<file path="src/rtl/fa_stim_seq_if.sv">
// ---------------------------------------------------------------------------
// fa_stim_seq_if
// Bundles the control inputs and stimulus outputs of the full-adder stimulus
// sequencer.
//   start, pause, abort : run control (driven by the master)
//   a, b, cin           : full-adder operand / carry-in stimulus
//   vec_valid           : strobe on the first cycle of each new vector
//   vec_idx             : index of the vector currently driven
//   busy, done          : run in progress / one-cycle completion pulse
// ---------------------------------------------------------------------------
interface fa_stim_seq_if;
    logic       start;
    logic       pause;
    logic       abort;
    logic       a;
    logic       b;
    logic       cin;
    logic       vec_valid;
    logic [3:0] vec_idx;
    logic       busy;
    logic       done;

    modport master (
        output start, pause, abort,
        input  a, b, cin, vec_valid, vec_idx, busy, done
    );

    modport slave (
        input  start, pause, abort,
        output a, b, cin, vec_valid, vec_idx, busy, done
    );
endinterface

</file>
<file path="src/rtl/fa_stim_seq.sv">
// ---------------------------------------------------------------------------
// fa_stim_seq
// Steps a full adder through NUM_VEC stimulus vectors, holding each one for
// HOLD_CYC un-paused clock cycles. The stimulus {a,b,cin} is the low three
// bits of the vector index, so indices 8..15 repeat the 000..111 pattern.
// Ports:
//   clk   : single clock, rising edge
//   rst_n : asynchronous active-low reset
//   bus   : fa_stim_seq_if.slave (start/pause/abort in; stimulus, vec_valid,
//           vec_idx, busy, done out -- all outputs come straight from flops)
// abort acts as a synchronous clear with priority over start and pause.
// ---------------------------------------------------------------------------
module fa_stim_seq #(
    parameter int NUM_VEC  = 15,
    parameter int HOLD_CYC = 5
) (
    input  logic          clk,
    input  logic          rst_n,
    fa_stim_seq_if.slave  bus
);

    typedef enum logic [1:0] {
        IDLE = 2'b00,
        RUN  = 2'b01,
        DONE = 2'b10
    } state_t;

    localparam logic [7:0] HOLD_LAST = 8'(HOLD_CYC - 1);
    localparam logic [3:0] IDX_LAST  = 4'(NUM_VEC - 1);

    state_t     state_r, state_s;
    logic [7:0] hcnt_r,  hcnt_s;
    logic [3:0] idx_r,   idx_s;
    logic       vv_r,    vv_s;
    logic       busy_r,  busy_s;
    logic       done_r,  done_s;

    // State and output registers
    always_ff @(posedge clk or negedge rst_n) begin
        if (!rst_n) begin
            state_r <= IDLE;
            hcnt_r  <= 8'd0;
            idx_r   <= 4'd0;
            vv_r    <= 1'b0;
            busy_r  <= 1'b0;
            done_r  <= 1'b0;
        end else begin
            state_r <= state_s;
            hcnt_r  <= hcnt_s;
            idx_r   <= idx_s;
            vv_r    <= vv_s;
            busy_r  <= busy_s;
            done_r  <= done_s;
        end
    end

    // Next-state and next-output logic
    always_comb begin
        state_s = state_r;
        hcnt_s  = hcnt_r;
        idx_s   = idx_r;
        vv_s    = 1'b0;
        done_s  = 1'b0;

        if (bus.abort) begin
            state_s = IDLE;
            hcnt_s  = 8'd0;
            idx_s   = 4'd0;
        end else begin
            case (state_r)
                IDLE: begin
                    if (bus.start) begin
                        state_s = RUN;
                        hcnt_s  = 8'd0;
                        idx_s   = 4'd0;
                        vv_s    = 1'b1;
                    end else begin
                        state_s = IDLE;
                    end
                end
                RUN: begin
                    if (bus.pause) begin
                        // Frozen: counters hold, strobe suppressed
                        state_s = RUN;
                    end else if (hcnt_r != HOLD_LAST) begin
                        hcnt_s = hcnt_r + 8'd1;
                    end else if (idx_r != IDX_LAST) begin
                        idx_s  = idx_r + 4'd1;
                        hcnt_s = 8'd0;
                        vv_s   = 1'b1;
                    end else begin
                        // Last vector served its full hold time
                        state_s = DONE;
                        done_s  = 1'b1;
                    end
                end
                DONE: begin
                    state_s = IDLE;
                end
                default: begin
                    state_s = IDLE;
                    hcnt_s  = 8'd0;
                    idx_s   = 4'd0;
                end
            endcase
        end

        busy_s = (state_s == RUN);
    end

    // Stimulus is the truncated vector index; both come from the same flops
    assign bus.a         = idx_r[2];
    assign bus.b         = idx_r[1];
    assign bus.cin       = idx_r[0];
    assign bus.vec_idx   = idx_r;
    assign bus.vec_valid = vv_r;
    assign bus.busy      = busy_r;
    assign bus.done      = done_r;

endmodule

</file>
<file path="src/flat_wrapper.sv">
// flat-port wrapper written by rule: the top's interface ports become plain ports
module fa_stim_seq_flat 
#(
    parameter int NUM_VEC  = 15,
    parameter int HOLD_CYC = 5
)
  (clk, rst_n, bus_start, bus_pause, bus_abort, bus_a, bus_b, bus_cin, bus_vec_valid, bus_vec_idx, bus_busy, bus_done);
  fa_stim_seq_if bus_i ();
  input  logic clk;
  input  logic rst_n;
  input wire logic [$bits(bus_i.start)-1:0] bus_start;
  input wire logic [$bits(bus_i.pause)-1:0] bus_pause;
  input wire logic [$bits(bus_i.abort)-1:0] bus_abort;
  output wire logic [$bits(bus_i.a)-1:0] bus_a;
  output wire logic [$bits(bus_i.b)-1:0] bus_b;
  output wire logic [$bits(bus_i.cin)-1:0] bus_cin;
  output wire logic [$bits(bus_i.vec_valid)-1:0] bus_vec_valid;
  output wire logic [$bits(bus_i.vec_idx)-1:0] bus_vec_idx;
  output wire logic [$bits(bus_i.busy)-1:0] bus_busy;
  output wire logic [$bits(bus_i.done)-1:0] bus_done;
  assign bus_i.start = bus_start;
  assign bus_i.pause = bus_pause;
  assign bus_i.abort = bus_abort;
  assign bus_a = bus_i.a;
  assign bus_b = bus_i.b;
  assign bus_cin = bus_i.cin;
  assign bus_vec_valid = bus_i.vec_valid;
  assign bus_vec_idx = bus_i.vec_idx;
  assign bus_busy = bus_i.busy;
  assign bus_done = bus_i.done;
  fa_stim_seq #(.NUM_VEC(NUM_VEC), .HOLD_CYC(HOLD_CYC)) u_core (.clk(clk), .rst_n(rst_n), .bus(bus_i));
endmodule
</file>
<file path="config.mk">
export PLATFORM = sky130hd
export DESIGN_NAME = fa_stim_seq_flat
export DESIGN_NICKNAME = d
export VERILOG_FILES = /design/src/rtl/fa_stim_seq_if.sv /design/src/rtl/fa_stim_seq.sv /design/src/flat_wrapper.sv
export SDC_FILE = /design/constraint.sdc
export NUM_CORES = 1
export LEC_CHECK = 0
export CAP_MARGIN = 20
export CORE_MARGIN = 4
export CORE_UTILIZATION = 40
export DETAILED_ROUTE_END_ITERATION = 10
export GPL_ROUTABILITY_DRIVEN = 0
export PLACE_DENSITY = 0.67
export SLEW_MARGIN = 25
export SYNTH_ARGS = -nofsm -noshare
export SYNTH_HDL_FRONTEND = slang
export SYNTH_SLANG_ARGS = --single-unit
</file>
<file path="constraint.sdc">
create_clock -name clk -period 3.35 [get_ports clk]
set_input_delay 0.67 -clock clk [delete_from_list [all_inputs] [get_ports clk]]
set_output_delay 0.67 -clock clk [all_outputs]
set_load 0.02 [all_outputs]
</file>
---- Word level (Yosys, flattened, before mapping) ----
Index checks and enable logic that the tools add are counted.
storage, ports and cells
  register bits ........................... 17
  latch bits .............................. 0
  bits in writable memories ............... 0
  bits in read-only memories .............. 0
  memories ................................ 0
cells by class
  $add $sub $neg .......................... 2
  multiply operators ...................... 0
  divide/modulo/power cells ............... 0
  magnitude comparators ................... 0
  eq/ne operators ......................... 11
  shift operators ......................... 0
  multiplexer cells ....................... 29
  bitwise logic cells ..................... 0
  reductions and logical operators ........ 3
operators with widths
  cell                   number
  $mux W8                5
  $pmux W8 S3            1
  $mux W4                5
  $pmux W4 S3            1
  $mux W1                11
  $ne A3 B3 Y1 const B   3
  $add A8 B1 Y8 const B  1
  $mux W2                4
  $ne A8 B3 Y1 const B   1
  $reduce_and A5 Y1      1
  $add A4 B1 Y4 const B  1
  $eq A2 B1 Y1 const B   2
  $ne A4 B2 Y1 const B   1
  $ne A4 B4 Y1 const B   1
  $pmux W2 S2            1
  $reduce_and A4 Y1      1
  $ne A3 B2 Y1 const B   1
  $eq A2 B2 Y1 const B   1
  $logic_not A2 Y1       1
  $ne A2 B2 Y1 const B   1
  $pmux W1 S2            1

---- Depth between registers and ports, before layout ----
Gate-level depths: netlist (run 1).
  depth after elaboration ................. 7
  depth in mapped cells ................... 7
  mapped depth without buffers ............ 6

---- Worst setup path after synthesis (run 1) ----
Ideal clock, no wire load.
  kind .................................... in2reg
  start point ............................. input bus_abort
  end point ............................... register u_core.hcnt_r[7]
  setup time .............................. 0.078 ns
  data arrival time ....................... 1.887 ns
  required time ........................... 3.272 ns
  setup slack ............................. 1.385 ns
  stages on the path ...................... 6
  cells stage by stage .................... buf_2 -> nand4bb_1 -> o31ai_1 -> clkbuf_1 -> or4_1 -> a21oi_1
on the way
  word-level cells in the longest chain between the ends .. 2
  elaborated cells on any way between the ends .. 6
  those cells by class .................... eq/ne: 4; mux: 1; reduce/logical: 1
RTL lines
  item                                                   RTL line            source
  start: declaration                                     flat_wrapper.sv:13  input wire logic [$bits(bus_i.abort)-1:0] bus_abort;
  $ne A4 B2 Y1 (no source line) (tied with other cells)  --
  $reduce_and A4 Y1 (no source line)                     --
  end signal: assignment                                 fa_stim_seq.sv:49   hcnt_r <= hcnt_s;
  end: declaration                                       fa_stim_seq.sv:32   logic [7:0] hcnt_r, hcnt_s;
Several ways; a longest one is shown, not always the timed one.
A chain may end at the register's enable or synchronous reset.

---- Worst setup path in the final report (run 1) ----
  start point ............................. input bus_abort
  end point ............................... register u_core.hcnt_r[3]
Same word-level chain as after synthesis.

==> out/metrics.yaml, run 1 <==
critical_path:
  reg2reg_from: "u_core.hcnt_r[4]$_DFFE_PN0P_"
  r2r_cells: 4
  r2r_setup_slack_ps: 1400
  worstPathCellList: "clkdlybuf4s50_1 -> nand4bb_1 -> o31ai_2 -> or4_1 -> a21oi_1"
  critPathArrivalTime_ps: 2450
  cp-end-kind: "flop"
  r2r-end: "u_core.state_r[0]$_DFF_PN0_"
  start_kind: "input pin"
  crit_required_ps: 3560
  slowest_stage: "clkdlybuf4s50_1"
  slowest_delay_ps: 650
  path_class: "in2reg"
  worstPathMaxFanout: 12
synthesis:
  synth_cell_type_count: 45
  synthTopCellsByArea: "dfrtp_1, ha_1, a21oi_1, nand3_1, o31ai_1"
  avgSynthCellArea_um2: 9.535
  async_flop_share_pct: 100.0
  synthFlopType: "dfrtp_1"
  synth_seq_cells: 17
  synth_edf_count: 0
  yosys.area.top_type: "dfrtp_1"
  ys_warn_count: 0
  syn_nets: 117
  synth_top_area_share_pct: 41.31
  syn_area_mm2: 0.001030
  synthesis.instances: 108
  seq_area_frac_synth_pct: 41.31
finish:
  antennaDiodeCount: 0
  post-route-util_pct: 48.93
  final_cell_mix: "dfrtp_1, clkdlybuf4s50_1, a21oi_1, nand3_1, nand2_1"
  drive_gt1_share_pct: 6.723
  syn2layout_area_growth_pct: 16.65
  layout_commonest_cell: "dfrtp_1"
  fin_cells: 149
  final_nets: 129
timing:
  worst_pin_slew_ps: 771.7
  slew_headroom_pct: 48.39
  setup_violations: 0
  slew_viol_final: 0
  hold_slack_ps: 573.0
  period_needed_ps: 2242
  hold_violations: 0
  timing.fmax_ghz: 0.4460
  rsz0062_at_grt: "false"
  fin_setup_tns_ps: 0
  fin_crit_sh_pct: 66.93
  finClkSkew_ps: 2.885
floorplan:
  die_w_um: 58.74
  num_rows: 18
  dieHeight_um: 58.74
  ios: 15
  start_util_pct: 41.95
  core_region_area_mm2: 0.002455
  dieArea_mm2: 0.003450
detailed_routing:
  drt-initial-drc-count: 34
  vias_per_cell: 5.899
  via_count: 879
  detail-route-antenna-nets: 0
  wl_per_cell_um: 14.29
  wl_um: 2129
  drtPass1Iterations: 4
  drc: 0
clock_network:
  cts.root.buffer_cell: "clkbuf_4"
  cts.repair.resized: 0
  clock_latency_ps: 290
  cts_setup_buffers: 0
  cts.reportedPaths.clkPinSlew_ps: 100
  ctsHoldBuffers: 0
  clockBufferDepth: 2
  numCtsBuffers: 3
  cts_sinks: 17
  cts_tree: "done"
  htreeDepth: 1
hold_path:
  worstHoldStart: "u_core.bus.vec_idx[3]$_DFFE_PN0P_"
  min_to: "u_core.bus.vec_idx[3]$_DFFE_PN0P_"
  hold_depth: 2
  hold_path.class: "reg2reg"
global_routing:
  grt_pass1_vias: 824
  grt_use_total_pct: 13.91
  antenna_found_initial: 0
  grt_pass1_wl_um: 3677
  grt_overflow: 0
  grt_start_max_net_pins: 18
power:
  vdd_drop_max_uv: 215.2
  power_density_mw_per_mm2: 298.8
  power_mw: 0.3589
  leakagePower_nw: 0.4743
run:
  maxCapViolCount: 0
place:
  dpl.hpwl_um: 1623
  io_buffers: 14
  dp.cells: 145
run_status:
  status: "completed"
==> power breakdown <==
group | leakage [nW] | total, mW | internal (mW) | switching (mW)
Combinational | 0.226 | 0.0365 | 0.0149 | 0.0216
Clock | 0.0150 | 0.110 | 0.0463 | 0.0639
Sequential | 0.234 | 0.212 | 0.208 | 0.00427
Total | 0.474 | 0.359 | 0.269 | 0.0897
==> worst max-delay path by stage <==
stage	start	end	slack, ps	cells past startpoint
floorplan	bus_abort	u_core.hcnt_r[7]$_DFFE_PN0P_	1390	6
global placement	bus_abort	u_core.hcnt_r[3]$_DFFE_PN0P_	660	4
detailed placement	bus_abort	u_core.hcnt_r[3]$_DFFE_PN0P_	520	4
CTS	bus_abort	u_core.hcnt_r[3]$_DFFE_PN0P_	840	4
global route	bus_abort	u_core.hcnt_r[7]$_DFFE_PN0P_	960	5
finish	bus_abort	u_core.hcnt_r[3]$_DFFE_PN0P_	1110	5
==> state kept, by name, summed over array words and instances, names as in the netlist <==
signal / count
u_core.bus.vec_valid: 1
u_core.bus.busy: 1
u_core.bus.done: 1
u_core.hcnt_r: 8
u_core.state_r: 2
u_core.bus.vec_idx: 4
==> worst max-delay path: cells and delay by family <==
family	cells	cell delay, ps
AOI/OAI and AO/OA	2	370
buffers and inverters	1	650
and+or+nand+nor	2	760
==> synthesized netlist by cell type, types with 2 or more instances <==
master	count
nor2_1	4
nand2_1	6
o31ai_1	4
a2111oi_0	2
dfrtp_1	17
o21ai_0	2
nor3_1	4
buf_4	3
ha_1	4
buf_2	3
nand3_1	6
or4_1	3
o211ai_1	3
a211oi_1	2
inv_1	5
a22oi_1	2
or3_1	2
a21oi_1	7
nand3b_1	2
clkbuf_1	2
==> routing by layer <==
layer	vias to the layer above	track usage [%]	wire length, um
li1	439	-	-
met1	402	18.40	961
met2	34	21.61	978
met3	4	2.193	152
met4	0	7.767	36
met5	-	0	0
==> per-stage QoR <==
step                      area (um2)  setup WS, ps
after floorplan                 1030          1385
after global placement          1170         662.0
after detailed placement        1170         517.2
after CTS                       1196         838.9
after global routing            1201         959.7
final                           1201          1108
==> logic make-up (layout without fill, tap and decap cells) <==
group,count (synthesis),after routing,share of synthesized area [%]
and+or+nand+nor,41,41,24.55
AOI/OAI and AO/OA,32,32,22.12
DFF,17,17,41.31
buffers and inverters,13,24,6.197
adders and majority gates,4,4,4.860
muxes,1,1,0.9721
==> layout make-up <==
| type | instances | area, um2 |
|---|---|---|
| Sequential cell | 17 | 425.4 |
| Fill cell | 227 | 1254 |
| Tap cell | 30 | 37.54 |
| Inverter | 5 | 18.77 |
| Clock buffer | 4 | 26.28 |
| Multi-Input combinational cell | 78 | 545.5 |
| Timing Repair Buffer | 15 | 147.6 |
Power figures use the tool's default switching activity.
==> run 2, diff against run 1 <==
- clock period: 3.35 -> 2.3 ns (I/O delays scaled with it)
==> run 2 against run 1 <==
Net effect: sequential share of layout area is 1.2 points lower; worst setup slack worse by 770 ps; routed wire length grew 8.0%; flip-flop and latch count unchanged; cell count grew 4.0%; clock skew up 2.7 ps; die area stayed put; global-route usage increased by 1.3 points; non-clock buffer count up 6; combinational power rose by 70%; sequential power grew 46%; first-iteration DRC count up 12%; largest cell class unchanged; largest power group unchanged.
==> out/metrics.yaml, run 2 (synthesis results as in run 1) <==
detailed_routing:
  drt-initial-drc-count: 38  # +12%
  vias_per_cell: 5.858  # -0.70%
  detail-route-antenna-nets: 0  # unchanged
  drtPass1Iterations: 4  # unchanged
  via_count: 908  # +3.3%
  wl_per_cell_um: 14.84  # +3.9%
  drc: 0  # unchanged
  wl_um: 2300  # +8.0%
global_routing:
  antenna_found_initial: 0  # unchanged
  grt_start_max_net_pins: 18  # unchanged
  grt_pass1_wl_um: 3919  # +6.6%
  grt_use_total_pct: 15.21  # +1.3 points
  grt_overflow: 0  # unchanged
  grt_pass1_vias: 862  # +4.6%
finish:
  antennaDiodeCount: 0  # unchanged
  nFillCells: 225  # -0.88%
  syn2layout_area_growth_pct: 20.66
  final_nets: 135  # +4.7%
  layout_commonest_cell: "dfrtp_1"
  final_cell_mix: "dfrtp_1, clkdlybuf4s50_1, a21oi_1, buf_4"
  regMostFlops: "u_core.hcnt_r"
  largest_reg_flops: 8  # unchanged
  drive_gt1_share_pct: 11.20  # +4.5 points
timing:
  fin_crit_sh_pct: 85.19
  slew_viol_final: 0  # unchanged
  hold_violations: 0  # unchanged
  period_needed_ps: 1959
  finClkSkew_ps: 5.558  # +2.673 ps
  slew_headroom_pct: 68.99  # +21 points
  fin_setup_tns_ps: 0  # unchanged
  timing.fmax_ghz: 0.5104
  rsz0062_at_grt: "false"
  worst_pin_slew_ps: 453.4  # -318.3 ps
  setup_violations: 0  # unchanged
clock_network:
  cts_sinks: 17  # unchanged
  cts.root.buffer_cell: "clkbuf_4"
  clock_latency_ps: 300  # about the same
  numCtsBuffers: 3  # unchanged
  cts_tree: "done"
  cts_setup_buffers: 0  # unchanged
  clockBufferDepth: 2  # unchanged
  ctsHoldBuffers: 0  # unchanged
  cts.reportedPaths.clkPinSlew_ps: 100  # about the same
  htreeDepth: 1  # unchanged
  cts.repair.resized: 0  # unchanged
critical_path:
  worstPathCellList: "or4_4 -> or3_1 -> nor2_1 -> a2111oi_0"
  worstPathMaxFanout: 7  # -5
  path_class: "reg2reg"
  critPathArrivalTime_ps: 2120  # -330 ps
  cp-end-kind: "flop"
  slowest_stage: "or4_4"
  slowest_delay_ps: 570  # -80 ps
  crit_required_ps: 2460  # -1100 ps
  start_kind: "flop"
floorplan:
  ios: 15  # unchanged
  dieHeight_um: 58.74  # unchanged
  die_w_um: 58.74  # unchanged
  dieArea_mm2: 0.003450  # unchanged
  num_rows: 18  # unchanged
  start_util_pct: 41.95  # unchanged
  core_region_area_mm2: 0.002455  # unchanged
power:
  power_density_mw_per_mm2: 431.8  # +45%
  vdd_drop_max_uv: 238.6  # +11%
  leakagePower_nw: 0.5037  # +6.2%
  power_mw: 0.5365  # +49%
run:
  maxCapViolCount: 0  # unchanged
run_status:
  status: "completed"
place:
  dpl.hpwl_um: 1704  # +5.0%
  io_buffers: 14  # unchanged
hold_path:
  hold_path.class: "in2async"
[run 2: changes by cell type in the layout (fill, tap and decap cells not counted), sizes merged]
cell	change
buf	+6
clkinv	+1
clkbuf	-1
[run 2: stage by stage]
stage	std cells	cell area, um2	hold slack (ps)	setup slack (ps)	util, %
floorplan	108	1030	164.4	497.9	-
global placement	151	1215	534.7	182.1	49.49
detailed placement	151	1215	551.1	149.8	49.49
CTS	155	1242	477.9	356.5	50.61
global route	155	1242	486.7	212.7	50.61
finish	155	1242	471.8	340.7	50.61
[run 2: worst paths after layout]
path | startpoint | to | slack (ps) | cells past startpoint
max in group asynchronous | rst_n | u_core.state_r[0]$_DFF_PN0_ | 1630 | 2
setup reg to reg | u_core.hcnt_r[4]$_DFFE_PN0P_ | u_core.bus.busy$_DFF_PN0_ | 340 | 4
hold reg to reg | u_core.hcnt_r[1]$_DFFE_PN0P_ | u_core.hcnt_r[1]$_DFFE_PN0P_ | 570 | 1
setup / recovery | u_core.hcnt_r[4]$_DFFE_PN0P_ | u_core.bus.busy$_DFF_PN0_ | 340 | 4
hold / removal | rst_n | u_core.hcnt_r[5]$_DFFE_PN0P_ | 470 | 2
min in group clk | u_core.hcnt_r[1]$_DFFE_PN0P_ | u_core.hcnt_r[1]$_DFFE_PN0P_ | 570 | 1
[run 2: cell type report]
class | instances | area, um2 | area share, %
well taps | 30 | 37.54 | 3.021
repair buffers | 21 | 192.7 | 15.51
clock buffers | 3 | 22.52 | 1.813
multi-input cells | 78 | 540.5 | 43.50
flip-flops and latches | 17 | 425.4 | 34.24
inverters | 5 | 18.77 | 1.511
clock inverters | 1 | 5.005 | 0.4028
[run 2: critical path: cells and delay by family, from the launching register on]
family          cells  cell delay [ps]
flops               1              460
compound gates      1              130
simple gates        3             1220
[run 2: per-layer routing]
metal / track usage, % / vias up / share of wire, %
met1: 19.53 / 432 / 46
met4: 9.385 / 0 / 2.4
li1: - / 444 / -
met2: 23.97 / 25 / 47
met3: 2.193 / 7 / 4.9
met5: 0 / - / 0
[run 2: where the power goes]
group          internal (mW)  leakage [nW]  switching, mW  total, mW
sequential             0.303         0.234        0.00552      0.309
combinational         0.0283         0.252         0.0338     0.0620
clock                 0.0649        0.0177          0.101      0.166
==> run 3, diff against run 2 <==
- GPL_TIMING_DRIVEN: default -> 0
- HOLD_SLACK_MARGIN: default -> 0.05
==> run 3 against run 2 <==
Net effect: utilization shrank 0.51 points; flip-flop and latch count is the same; global-route usage shrank 0.52 points; maximum frequency shrank 0.45%; non-clock buffer count is the same; critical path depth grew 2; die area is the same.
==> out/metrics.yaml, run 3 (synthesis results as in run 1) <==
run_status:
  status: "completed"
floorplan:
  start_util_pct: 41.95  # unchanged
  dieArea_mm2: 0.003450  # unchanged
  dieHeight_um: 58.74  # unchanged
  num_rows: 18  # unchanged
  die_w_um: 58.74  # unchanged
  ios: 15  # unchanged
  core_region_area_mm2: 0.002455  # unchanged
timing:
  setup_violations: 0  # unchanged
  hold_violations: 0  # unchanged
  hold_slack_ps: 450.2  # -21.59 ps
  slew_viol_final: 0  # unchanged
  timing.fmax_ghz: 0.5081  # -0.45%
  fin_setup_tns_ps: 0  # unchanged
  finClkSkew_ps: 5.929  # +0.3708 ps
  worst_pin_slew_ps: 766.0  # +312.6 ps
  slew_headroom_pct: 48.77  # -20 points
  rsz0062_at_grt: "false"
  fin_crit_sh_pct: 85.57  # +0.38 points
  period_needed_ps: 1968  # +8.787 ps
global_routing:
  grt_start_max_net_pins: 18  # unchanged
  grt_pass1_wl_um: 3933  # +0.36%
  grt_overflow: 0  # unchanged
  antenna_found_initial: 0  # unchanged
  grt_pass1_vias: 869  # +0.81%
  grt_use_total_pct: 14.69  # -0.52 points
finish:
  layout_commonest_cell: "dfrtp_1"
  final_cell_mix: "dfrtp_1, clkdlybuf4s50_1, a21oi_1, nand3_1, nand2_1"
  fin_cells: 155  # unchanged
  regMostFlops: "u_core.hcnt_r"
  syn2layout_area_growth_pct: 19.44
  antennaDiodeCount: 0  # unchanged
  final_nets: 135  # unchanged
  post-route-util_pct: 50.10  # -0.51 points
  drive_gt1_share_pct: 10.40  # -0.80 points
  nFillCells: 231  # +2.7%
  largest_reg_flops: 8  # unchanged
clock_network:
  cts_sinks: 17  # unchanged
  cts.repair.resized: 0  # unchanged
  cts.reportedPaths.clkPinSlew_ps: 100  # about the same
  cts_tree: "done"
  numCtsBuffers: 3  # unchanged
  ctsHoldBuffers: 0  # unchanged
  cts.root.buffer_cell: "clkbuf_4"
  clockBufferDepth: 2  # unchanged
  cts_setup_buffers: 0  # unchanged
  clock_latency_ps: 290  # about the same
  htreeDepth: 1  # unchanged
critical_path:
  worstPathMaxFanout: 10  # +3
  cp-end-kind: "flop"
  r2r_cells: 5  # +1
  r2r_setup_slack_ps: 370  # +30 ps
  slowest_delay_ps: 540  # -30 ps
  path_class: "in2reg"
  reg2reg_from: "u_core.hcnt_r[4]$_DFFE_PN0P_"
  worstPathCellList: "clkdlybuf4s50_1 -> nor2b_1 -> o31ai_1 -> clkbuf_1 -> or4_1 -> a21oi_1"
  start_kind: "input pin"
  slowest_stage: "or4_1"
  critPathArrivalTime_ps: 2180  # +60 ps
  r2r-end: "u_core.bus.busy$_DFF_PN0_"
  crit_required_ps: 2510  # +50 ps
detailed_routing:
  drt-initial-drc-count: 39  # +2.6%
  drtPass1Iterations: 5  # +1
  wl_um: 2211  # -3.9%
  wl_per_cell_um: 14.26  # -3.9%
  drc: 0  # unchanged
  via_count: 911  # +0.33%
  detail-route-antenna-nets: 0  # unchanged
  vias_per_cell: 5.877  # +0.33%
power:
  p_comb_share_pct: 10.7  # -0.9 points
  power_density_mw_per_mm2: 423.1  # -2.0%
  p_clk_share_pct: 30.4  # -0.5 points
  power_mw: 0.5204  # -3.0%
  sw_frac_of_total_pct: 24.81  # -1.4 points
  p_switching_mw: 0.1291  # -8.0%
  p_int_mw: 0.3913  # -1.2%
  leakagePower_nw: 0.4949  # -1.7%
  vdd_drop_max_uv: 301.9  # +26%
  power_frac_seq_pct: 58.9  # +1.4 points
place:
  dp.cells: 151  # unchanged
  dpl.hpwl_um: 1654  # -2.9%
  io_buffers: 13  # -1
hold_path:
  min_to: "u_core.bus.vec_valid$_DFF_PN0_"
  worstHoldStart: "bus_abort"
  hold_path.class: "in2reg"
  hold_depth: 2
run:
  maxCapViolCount: 0  # unchanged
run 3: cell types whose count changed in the layout (fill, tap and decap cells not counted), sizes merged:
cell,change
clkinv,-1
buf,-1
clkbuf,+3
clkdlybuf4s50,-1
run 3: how the worst max path moves through the flow:
stage	to	start
3_5_place_dp	u_core.hcnt_r[7]$_DFFE_PN0P_	bus_pause
2_1_floorplan	u_core.hcnt_r[1]$_DFFE_PN0P_	u_core.hcnt_r[4]$_DFFE_PN0P_
6_report	u_core.hcnt_r[7]$_DFFE_PN0P_	bus_start
4_1_cts	u_core.hcnt_r[7]$_DFFE_PN0P_	bus_pause
3_3_place_gp	u_core.hcnt_r[4]$_DFFE_PN0P_	bus_pause
5_1_grt	u_core.hcnt_r[7]$_DFFE_PN0P_	bus_start
run 3: worst max-delay path, delay by kind of cell:
| family | cells | cell delay, ps |
|---|---|---|
| buf+inv | 2 | 730 |
| compound gates | 2 | 260 |
| simple gates | 2 | 730 |
run 3: power groups by stage:
stage | Sequential, mW | Clock, mW | Combinational, mW
2_1_floorplan | 0.314 | 0 | 0.0282
3_3_place_gp | 0.312 | 0 | 0.0547
3_5_place_dp | 0.312 | 0 | 0.0564
4_1_cts | 0.306 | 0.164 | 0.0566
5_1_grt | 0.307 | 0.175 | 0.0626
6_report | 0.306 | 0.158 | 0.0559
run 3: final cells by class:
class	instances	area (um2)	area share, %
plain buffers	8	45.04	3.662
clock buffers	4	26.28	2.136
inverters	5	18.77	1.526
multi-input cells	78	546.8	44.46
flip-flops and latches	17	425.4	34.59
well taps	30	37.54	3.052
repair buffers	13	130.1	10.58
run 3: per-layer routing:
metal  GRT usage [%]  vias to the layer above  routed length [um]
li1                -                      447                   -
met1           19.73                      423                1022
met2           23.19                       28                1004
met3           1.974                       13                 114
met4           7.120                        0                  69
met5               0                        -                   0
run 3: per-stage QoR:
stage / setup WS, ps / area (um2)
2_1_floorplan: 497.9 / 1030
3_3_place_gp: -27.32 / 1197
3_5_place_dp: 22.50 / 1204
4_1_cts: 341.7 / 1230
5_1_grt: 155.5 / 1230
6_report: 331.9 / 1230
==> variant 1, RTL diff (config.mk and constraints of run 2) <==
The 3 states of `state_t` get a one-hot encoding in 3 bits.
--- a/src/rtl/fa_stim_seq.sv
+++ b/src/rtl/fa_stim_seq.sv
@@ -20,8 +20,8 @@
 );
 
-    typedef enum logic [1:0] {
-        IDLE = 2'b00,
-        RUN  = 2'b01,
-        DONE = 2'b10
+    typedef enum logic [2:0] {
+        IDLE = 3'b001,
+        RUN  = 3'b010,
+        DONE = 3'b100
     } state_t;
 
Check against the original RTL: no difference found for any inputs over 10 cycles, from zero or initial values and one cycle with rst_n low; not proved beyond that.
==> variant 1 against run 2 <==
Critical path type is now input port to flop; highest routed layer unchanged; global-route usage decreased by 0.86 points; setup slack got worse by 0.048 ns; synthesized area rose by 3.5%; routed wire length shrank 8.9%; largest power group unchanged; maximum frequency fell by 2.4%; sequential cell count rose by 1; power grew 4.6%; cell area grew 4.3%; largest cell class unchanged.
==> variant 1: results (changes against run 2) <==
stage	metric	value	unit	change
status	status	finished, final reports clean		unchanged
synthesis	multiplexer area fraction after synthesis	0.0376		was 0.00972
synthesis	compound-gate portion of the synthesized area	0.157		was 0.221
place	dpl cell area	1270	um^2	was 1210 um^2
cts	clk sinks	18		was 17
pwr	leakage	0.000555	uW	was 0.000504 uW
setup_path	Arrival @ worst endpoint	2.20	ns	was 2.12 ns
pwr	Comb power	64.9	uW	was 62.0 uW
finish	clock buffer count	4		was 3
finish	Area growth syn-to-layout	21.6	%	was 20.7%
finish	layout cells sized above 1	0.185		was 0.112
synthesis	Post-Synth Adder-Cell Area	0.0469		was 0.0486
setup_path	FF-to-FF End	u_core.hcnt_r[0]		was u_core.bus.busy
place	DP Cell Count	145		was 151
grt	first-pass GRT wire length	3870	um	was 3920 um
routing	met3 routed WL	106	um	was 112 um
synthesis	synthesized area per cell	11.0	um^2	was 9.53 um^2
finish	Fill cells	226		was 225
finish	NonClk Buf Share	0.154		was 0.155
setup_path	slowest CP cell	or4bb_1		was or4_4
finish	comb_multi_in	70		was 78
place	dpl hpwl	1630	um	was 1700 um
routing	wire per inst	14.1	um	was 14.8 um
routing	met1 WL	948	um	was 1060 um
grt	grt met2 use	0.248		was 0.240
routing	WL final	2100	um	was 2300 um
pwr	P_sw	138	uW	was 140 uW
pwr	worst vdd ir	0.258	mV	was 0.239 mV
## variant 1: cell count changes after synthesis, moves of 2 or more
cell / run 2 / this run
nor3_1: 4 / 1
a22oi_1: 2 / 0
nor4_1: 1 / 4
mux2_4: 0 / 2
buf_2: 3 / 0
a21oi_1: 7 / 4
a211oi_1: 2 / 0
o21ai_0: 2 / 4
a211o_1: 0 / 2
a2111oi_0: 2 / 0
o211ai_1: 3 / 0
clkbuf_1: 2 / 0
## variant 1: worst max path at each step
stage	from	cells after the start	endpoint	slack, ns
floorplan	u_core.bus.vec_idx[0]	6	u_core.bus.vec_idx[3]	0.42
global placement	bus_pause	5	u_core.hcnt_r[0]	0.003
detailed placement	bus_pause	5	u_core.hcnt_r[0]	-0.02
CTS	bus_pause	5	u_core.hcnt_r[0]	0.30
global route	bus_pause	6	u_core.hcnt_r[3]	0.23
finish	bus_pause	5	u_core.hcnt_r[0]	0.29
==> variant 2, RTL diff (flow settings as in run 2) <==
Without the edit above. `NUM_VEC` is set to 15 in 2 places; all go to 8.
--- a/src/rtl/fa_stim_seq.sv
+++ b/src/rtl/fa_stim_seq.sv
@@ -12,5 +12,5 @@
 // ---------------------------------------------------------------------------
 module fa_stim_seq #(
-    parameter int NUM_VEC  = 15,
+    parameter int NUM_VEC  = 8,
     parameter int HOLD_CYC = 5
 ) (
--- a/src/flat_wrapper.sv
+++ b/src/flat_wrapper.sv
@@ -2,5 +2,5 @@
 module fa_stim_seq_flat 
 #(
-    parameter int NUM_VEC  = 15,
+    parameter int NUM_VEC  = 8,
     parameter int HOLD_CYC = 5
 )
Formal check against the unedited RTL: no difference found for any inputs over 10 cycles, from zero or initial values and one cycle with rst_n low; that may be too few to reach the edited logic, so the function may still have changed.
==> variant 2 against run 2 <==
First-iteration DRC count down 53%; sequential cell count unchanged; synthesized cell count down 9.3%; synthesized area down 5.6%; cell area down 5.7%; power down 3.0%; clock power down 4%; critical endpoint is now u_core.hcnt_r[3]; largest cell class unchanged; count of clock-buffer cells in the layout unchanged; global-route usage down 1.8 points; via count down 12%; routed wire length down 15%; setup slack better by 0.084 ns.
==> variant 2: results (changes against run 2) <==
stage	metric	value	unit	change
setup_path	maximum fanout along the worst path	17		was 7
finish	Fill cells	230		was 225
place	worst slack, placed	0.124	ns	was 0.150 ns
setup_path	RR Startpoint	u_core.hcnt_r[5]		was u_core.hcnt_r[4]
routing	met3 routed WL	110	um	was 112 um
routing	met2 wire len	897	um	was 1070 um
grt	GR met1 Demand/Resource	0.181		was 0.195
pwr	worst vdd ir	0.212	mV	was 0.239 mV
setup_path	Worst R2R Setup Slack	0.46	ns	was 0.34 ns
finish	Nets	124		was 135
setup_path	crit path from	bus_abort		was u_core.hcnt_r[4]
place	dpl hpwl	1460	um	was 1700 um
synthesis	Synthesized Nets	106		was 117
synthesis	synth cell count leaders	dfrtp_1 (17), o21ai_1 (8), nand2_1 (6)		was dfrtp_1 (17), a21oi_1 (7), nand2_1 (6), nand3_1 (6), inv_1 (5)
synthesis	Gate Count Post-Synth	98		was 108
setup_path	peak per-stage delay on the critical path	0.55	ns	was 0.57 ns
synthesis	Synth area leaders	dfrtp_1 (44%), o21ai_1 (4.1%), ha_1 (3.9%), a21oi_1 (2.6%), nand3_1 (2.6%)		was dfrtp_1 (41%), ha_1 (4.9%), a21oi_1 (3.4%), nand3_1 (2.9%), o31ai_1 (2.9%)
grt	first-pass GRT wire length	3530	um	was 3920 um
grt	grt met2 use	0.210		was 0.240
setup_path	Arrival @ worst endpoint	2.09	ns	was 2.12 ns
cts	clk_lat worst skew	0.28	ns	was 0.30 ns
setup_path	FF-to-FF End	u_core.state_r[0]		was u_core.bus.busy
finish	layout cells sized above 1	0.130		was 0.112
place	DP Cell Count	139		was 151
timing	Slew HR	0.757		was 0.690
setup_path	slowest CP cell	clkdlybuf4s50_1		was or4_4
timing	worst clock skew	0.00224	ns	was 0.00556 ns
status	status	finished, final reports clean		unchanged
grt	grt met3 use	0.0385		was 0.0219
[variant 2: cell families after synthesis]
logic type / share of synthesized area
simple gates: 0.309
compound gates: 0.133
flops: 0.438
buf+inv: 0.0618
fa+ha+maj: 0.0386
mux: 0.0206
[variant 2: power by group through the flow]
| stage | registers (uW) | logic [uW] | clock network [uW] |
|---|---|---|---|
| 5_1_grt | 308 | 60.3 | 179 |
| 6_report | 307 | 54.6 | 159 |
| 3_3_place_gp | 313 | 54.8 | 0 |
| 3_5_place_dp | 313 | 55.2 | 0 |
| 4_1_cts | 307 | 55.7 | 167 |
| 2_1_floorplan | 315 | 22.2 | 0 |
[variant 2: area by class of cell]
type	count	area [um^2]	share of cell area
Tap cell	28	35.0	0.0299
Inverter	5	18.8	0.0160
Multi-Input combinational cell	70	487	0.416
Timing Repair Buffer	19	178	0.152
Sequential cell	17	425	0.363
Clock inverter	1	5.00	0.00427
Clock buffer	3	22.5	0.0192
